`src/rtl/atomrvcore_dccm_pkg.sv`:
```
// Shared types for the DCCM arbiter.
// FSM states, port ownership and default widths.
package atomrvcore_dccm_pkg;

    localparam int DCCM_DW = 32;
    localparam int DCCM_AW = 10;
    localparam int BE_W    = DCCM_DW / 8;

    typedef enum logic [2:0] {
        IDLE,
        RD,
        RD_RESP,
        WR,
        RMW_RD,
        RMW_WR
    } state_e;

    typedef enum logic {
        OWN_CORE,
        OWN_EXT
    } owner_e;

endpackage

```
`src/rtl/atomrvcore_rr_arb2.sv`:
```
// Two-request round-robin arbiter.
// Bit 0 is the core port, bit 1 the ext port.
module atomrvcore_rr_arb2 (
    input  logic       clk_i,
    input  logic       rst_ni,
    input  logic [1:0] req,
    input  logic       advance,
    output logic [1:0] grant
);

    logic last_ext_q;

    // A lone request always wins; on conflict the previous loser wins.
    always_comb begin
        grant = 2'b00;
        unique case (req)
            2'b01:   grant = 2'b01;
            2'b10:   grant = 2'b10;
            2'b11:   grant = last_ext_q ? 2'b01 : 2'b10;
            default: grant = 2'b00;
        endcase
    end

    // Last-winner pointer; reset as if ext won so core goes first.
    always_ff @(posedge clk_i or negedge rst_ni) begin
        if (!rst_ni) begin
            last_ext_q <= 1'b1;
        end else if (advance && (|grant)) begin
            last_ext_q <= grant[1];
        end
    end

endmodule

```
`src/rtl/atomrvcore_dccm_arbiter.sv`:
```
// Shares the single-port DCCM between the core LSU and an ext master.
// Sub-word stores are sequenced as read-modify-write.
module atomrvcore_dccm_arbiter
    import atomrvcore_dccm_pkg::*;
#(
    parameter int DATAWIDTH   = DCCM_DW,
    parameter int ADDRESS_BUS = DCCM_AW
) (
    input  logic                   clk_i,
    input  logic                   rst_ni,
    input  logic                   core_req_i,
    input  logic                   core_we_i,
    input  logic [DATAWIDTH/8-1:0] core_be_i,
    input  logic [DATAWIDTH-1:0]   core_addr_i,
    input  logic [DATAWIDTH-1:0]   core_wdata_i,
    output logic                   core_gnt_o,
    output logic                   core_rvalid_o,
    output logic [DATAWIDTH-1:0]   core_rdata_o,
    output logic                   core_err_o,
    input  logic                   ext_req_i,
    input  logic                   ext_we_i,
    input  logic [DATAWIDTH/8-1:0] ext_be_i,
    input  logic [DATAWIDTH-1:0]   ext_addr_i,
    input  logic [DATAWIDTH-1:0]   ext_wdata_i,
    output logic                   ext_gnt_o,
    output logic                   ext_rvalid_o,
    output logic [DATAWIDTH-1:0]   ext_rdata_o,
    output logic                   ext_err_o,
    output logic                   mem_rd_en_o,
    output logic                   mem_wr_en_o,
    output logic [ADDRESS_BUS-1:0] mem_addr_o,
    output logic [DATAWIDTH-1:0]   mem_wdata_o,
    input  logic [DATAWIDTH-1:0]   mem_rdata_i
);

    localparam int BW = DATAWIDTH / 8;

    state_e                 state_q;
    state_e                 state_d;
    owner_e                 owner_q;
    logic [BW-1:0]          be_q;
    logic [ADDRESS_BUS-1:0] waddr_q;
    logic [DATAWIDTH-1:0]   wdata_q;
    logic                   err_q;
    logic                   wstb_q;

    logic [1:0]           req;
    logic [1:0]           grant;
    logic                 advance;
    logic                 sel_ext;
    logic                 sel_we;
    logic [BW-1:0]        sel_be;
    logic [DATAWIDTH-1:0] sel_addr;
    logic [DATAWIDTH-1:0] sel_wdata;
    logic                 sel_oor;
    logic                 sel_full;
    logic                 sel_none;
    logic                 go_wr;
    logic                 go_rd;
    logic                 go_rmw;
    logic                 ack;
    logic                 load_ack;
    logic [DATAWIDTH-1:0] merged;
    logic                 unused_addr_lsb;

    assign req     = {ext_req_i, core_req_i} & {2{state_q == IDLE}};
    assign advance = |req;

    atomrvcore_rr_arb2 u_arb (
        .clk_i   (clk_i),
        .rst_ni  (rst_ni),
        .req     (req),
        .advance (advance),
        .grant   (grant)
    );

    assign sel_ext   = grant[1];
    assign sel_we    = sel_ext ? ext_we_i    : core_we_i;
    assign sel_be    = sel_ext ? ext_be_i    : core_be_i;
    assign sel_addr  = sel_ext ? ext_addr_i  : core_addr_i;
    assign sel_wdata = sel_ext ? ext_wdata_i : core_wdata_i;

    assign sel_oor  = |sel_addr[DATAWIDTH-1:ADDRESS_BUS+2];
    assign sel_full = &sel_be;
    assign sel_none = ~|sel_be;

    assign go_wr  = sel_oor || (sel_we && (sel_full || sel_none));
    assign go_rd  = !sel_oor && !sel_we;
    assign go_rmw = !sel_oor && sel_we && !sel_full && !sel_none;

    assign unused_addr_lsb = ^sel_addr[1:0];

    // Capture the winning request so memory outputs never see req inputs.
    always_ff @(posedge clk_i or negedge rst_ni) begin
        if (!rst_ni) begin
            owner_q <= OWN_CORE;
            be_q    <= '0;
            waddr_q <= '0;
            wdata_q <= '0;
            err_q   <= 1'b0;
            wstb_q  <= 1'b0;
        end else if (advance) begin
            owner_q <= sel_ext ? OWN_EXT : OWN_CORE;
            be_q    <= sel_be;
            waddr_q <= sel_addr[ADDRESS_BUS+1:2];
            wdata_q <= sel_wdata;
            err_q   <= sel_oor;
            wstb_q  <= !sel_oor && sel_we && sel_full;
        end
    end

    // Sub-word store: keep old bytes where be is clear.
    always_comb begin
        merged = '0;
        for (int i = 0; i < BW; i++) begin
            merged[8*i +: 8] = be_q[i] ? wdata_q[8*i +: 8]
                                       : mem_rdata_i[8*i +: 8];
        end
    end

    // FSM state register.
    always_ff @(posedge clk_i or negedge rst_ni) begin
        if (!rst_ni) begin
            state_q <= IDLE;
        end else begin
            state_q <= state_d;
        end
    end

    // Next state and memory/ack strobes.
    always_comb begin
        state_d     = state_q;
        mem_rd_en_o = 1'b0;
        mem_wr_en_o = 1'b0;
        mem_wdata_o = '0;
        ack         = 1'b0;
        load_ack    = 1'b0;
        unique case (state_q)
            IDLE: begin
                if (advance) begin
                    unique case (1'b1)
                        go_wr:   state_d = WR;
                        go_rd:   state_d = RD;
                        go_rmw:  state_d = RMW_RD;
                        default: state_d = IDLE;
                    endcase
                end
            end
            RD: begin
                mem_rd_en_o = 1'b1;
                state_d     = RD_RESP;
            end
            RD_RESP: begin
                ack      = 1'b1;
                load_ack = 1'b1;
                state_d  = IDLE;
            end
            WR: begin
                mem_wr_en_o = wstb_q;
                mem_wdata_o = wstb_q ? wdata_q : '0;
                ack         = 1'b1;
                state_d     = IDLE;
            end
            RMW_RD: begin
                mem_rd_en_o = 1'b1;
                state_d     = RMW_WR;
            end
            RMW_WR: begin
                mem_wr_en_o = 1'b1;
                mem_wdata_o = merged;
                ack         = 1'b1;
                state_d     = IDLE;
            end
            default: state_d = IDLE;
        endcase
    end

    assign mem_addr_o = waddr_q;

    assign core_gnt_o = grant[0];
    assign ext_gnt_o  = grant[1];

    assign core_rvalid_o = ack && (owner_q == OWN_CORE);
    assign ext_rvalid_o  = ack && (owner_q == OWN_EXT);
    assign core_err_o    = core_rvalid_o && err_q;
    assign ext_err_o     = ext_rvalid_o && err_q;

    assign core_rdata_o = (load_ack && owner_q == OWN_CORE)
                        ? mem_rdata_i : '0;
    assign ext_rdata_o  = (load_ack && owner_q == OWN_EXT)
                        ? mem_rdata_i : '0;

endmodule

```
`config.mk`:
```
export PLATFORM = sky130hd
export DESIGN_NAME = atomrvcore_dccm_arbiter
export DESIGN_NICKNAME = d
export VERILOG_FILES = /design/src/rtl/atomrvcore_dccm_pkg.sv /design/src/rtl/atomrvcore_rr_arb2.sv /design/src/rtl/atomrvcore_dccm_arbiter.sv
export SDC_FILE = /design/constraint.sdc
export NUM_CORES = 1
export LEC_CHECK = 0
export ABC_AREA = 1
export BUFFER_PORTS_ARGS = -buffer_cell sky130_fd_sc_hd__buf_4
export CELL_PAD_IN_SITES_DETAIL_PLACEMENT = 1
export CELL_PAD_IN_SITES_GLOBAL_PLACEMENT = 1
export CORE_MARGIN = 8
export CORE_UTILIZATION = 23
export CTS_CLUSTER_DIAMETER = 100
export DETAILED_ROUTE_END_ITERATION = 10
export GPL_TIMING_DRIVEN = 0
export HOLD_SLACK_MARGIN = 0.06
export PLACE_DENSITY = 0.75
export SETUP_SLACK_MARGIN = 0.15
export SLEW_MARGIN = 20
export SYNTH_ARGS = -nofsm -noshare
export SYNTH_HDL_FRONTEND = slang
export SYNTH_SLANG_ARGS = --single-unit
```
`constraint.sdc`:
```
create_clock -name clk_i -period 1.35 [get_ports clk_i]
set_input_delay 0.0675 -clock clk_i [delete_from_list [all_inputs] [get_ports clk_i]]
set_output_delay 0.0675 -clock clk_i [all_outputs]
set_load 0.05 [all_outputs]
```
==> flow_summary.yaml <==
layout:
  layout.cells.non_filler: 1275
  final_common_cell: "buf_4"
  drive_above_1_share_pct: 56.0
  syn_to_final_growth_pct: 163
  nets: 1227
  layout_common_cells: "buf_4 (208), buf_6 (77), dlygate4sd3_1 (76)"
clock_tree:
  cts_tree: "yes"
  clock_sinks: 53
  cts_buffers: 5
  clockRootBuffer: "clkbuf_16"
  clk_path_buf_depth: 2
  clkLatencyLatePin_ps: 310
  path_clk_slew_ps: 80
  cts_htree_levels: 2
run_status:
  violations: "setup timing"
  status: "finished, violations left"
timing:
  fin_crit_ps: 1840
  tightest_slew_ps: 761
  finalHoldViolCount: 0
  finalWorstSetupSlack_ps: -488
  drv_slew: 0
  post-route-period-util_pct: 136
  timing.hold.ws_ps: 62.1
  rsz0062_at_grt: "true"
  finalSetupViolCount: 157
  clock.fmax_ghz: 0.544
  clock_skew_ps: 6.51
  relSlewSlack_pct: 49.2
synthesis:
  netlist_area_um2: 3920
  synth_area_per_cell_um2: 6.22
  synth_edf_count: 0
  syn_nets: 804
  synth-async-reset-ratio_pct: 100
  ys_seq_area_share_pct: 33.9
  synth_cell_types: 28
  syn-instance-count: 630
  ys.flop_type: "dfrtp_1"
  ys_ff_latch: 53
  yosys_warnings: 0
run:
  maxCapViolCount: 0
place:
  dp_cells: 1133
  hpwl_um: 17800
  place.gp.congestion: 0.779
  pre_cts_slack_ps: -582
  portBuffers: 283
worst_setup_path:
  crit_type: "flop to primary output"
  critPathLaunchType: "flop"
  cp_max_fo: 7
  reg2regPathDepth: 10
  crit_required_ps: 1280
  worst_setup_path_end_kind: "primary output"
  arrival_ps: 1770
floorplanning:
  dieArea_um2: 21500
  dieHeight_um: 146
  core_um2: 16600
  io_pins: 288
  start_util_pct: 23.5
  die_w_um: 146
  rows: 47
grt:
  grt_pass1_wl_um: 41400
  grtUsageTotal_pct: 24.6
  grt_max_degree: 54
  antenna_found_initial: 1
  gr-total-overflow: 0
  grt_pass1_vias: 7105
power_and_ir_drop:
  cellPowerDensity_nw_per_um2: 1900
  p_leak_nw: 4.92
  ir_drop_mv: 0.941
route:
  drt_iter0_markers: 228
  avgRoutedWirePerCell_um: 22.4
  remaining_drc_errors: 0
  viasPerCell: 4.89
  wirelength_um: 28600
  firstDrtPassIters: 4
  ant_nets: 0
  vias: 6236
hold_path:
  min_path_type: "input pin to flop"
  whs_path_depth: 3
-- power breakdown --
| group | switching [mW] | total, mW | internal (mW) | leakage, nW |
|---|---|---|---|---|
| sequential | 0.549 | 2.95 | 2.40 | 0.643 |
| clock | 0.663 | 1.59 | 0.931 | 0.0841 |
| combinational | 8.98 | 15.0 | 6.04 | 4.19 |
| total | 10.2 | 19.6 | 9.37 | 4.92 |
-- flip-flops by register name (all words and copies together) (netlist names) --
signal,cells
wstb_q,1
owner_q,1
mem_addr_o,10
u_arb.last_ext_q,1
wdata_q,32
state_q,3
err_q,1
be_q,4
-- critical path: stages, from the launching register on --
cell	delay, ps
dfrtp_2	440
inv_4	100
nand2_4	60
nor2_4	220
nand2_8	150
clkbuf_16	210
nor2_4	110
buf_8	160
-- metal layers --
layer,track usage (%),vias to the layer above,routed length [µm]
met3,7.32,72,1930
met2,46.6,275,15500
met1,25.2,3032,10200
met5,0,-,0
met4,8.66,0,1010
li1,-,2857,-
-- through the flow --
stage | total power, mW | util (%) | cell area (µm²) | setup TNS [ps]
global placement | 13.3 | 44.2 | 7350 | -50300
CTS | 18.1 | 58.6 | 9750 | -58720
floorplan | 10.3 | - | 4950 | -13460
global route | 20.5 | 61.9 | 10300 | -71940
detailed placement | 13.5 | 44.2 | 7350 | -52280
finish | 19.6 | 61.9 | 10300 | -62340
-- cell type report --
class,instances,area [µm²]
multi-input combinational,454,3400
inverter,84,337
clock buffer,7,143
sequential,53,1330
clock inverter,1,30.0
buffer,40,626
fill,1870,6340
antenna,1,2.50
timing repair buffer,415,4160
tap,220,275
-- synthesized netlist by cell type, types with 2 or more instances --
master,count,area [µm²]
nor2_1,140,526
nor2_2,5,31.3
nand3_2,2,20.0
and2_0,2,12.5
nand2_1,122,458
o21ai_1,5,25.0
clkbuf_1,19,71.3
nand4_1,6,37.5
dfrtp_1,52,1300
nand2_2,5,31.3
o21ai_0,118,591
inv_1,80,300
buf_2,16,80.1
o22ai_1,32,200
nor3_1,3,15.0
nand3_1,4,20.0
buf_6,5,56.3
inv_2,4,15.0
-- kinds of logic (layout without fill, tap and decap cells) --
logic type / Yosys count / count (layout) / share of synthesized area (%)
other cells: 0 / 1 / 0
simple gates: 294 / 295 / 31.2
buf+inv: 124 / 547 / 13.4
flops: 53 / 53 / 33.9
compound gates: 159 / 159 / 21.6
-- path summary, 6_finish.rpt --
path / startpoint / end / slack, ps
max: state_q[2] / core_rdata_o[21] / -490
max reg2reg: state_q[1] / wdata_q[25] / -440
min: core_wdata_i[29] / wdata_q[29] / 60
min reg2reg: mem_addr_o[0] / mem_addr_o[0] / 500
min in group asynchronous: rst_ni / wdata_q[17] / 380
max in group asynchronous: rst_ni / state_q[0] / 420
-- repair_timing --
action / 4_1_cts / 5_1_grt
gates resized for setup: 281 / 123
cloned: 9 / 5
hold endpoints to repair: 94 / 0
hold buffers: 76 / 0
setup endpoints to repair: 157 / 157
pin swaps: 24 / 13
buffers inserted: 37 / 6
(Power assumes the default switching activity.)
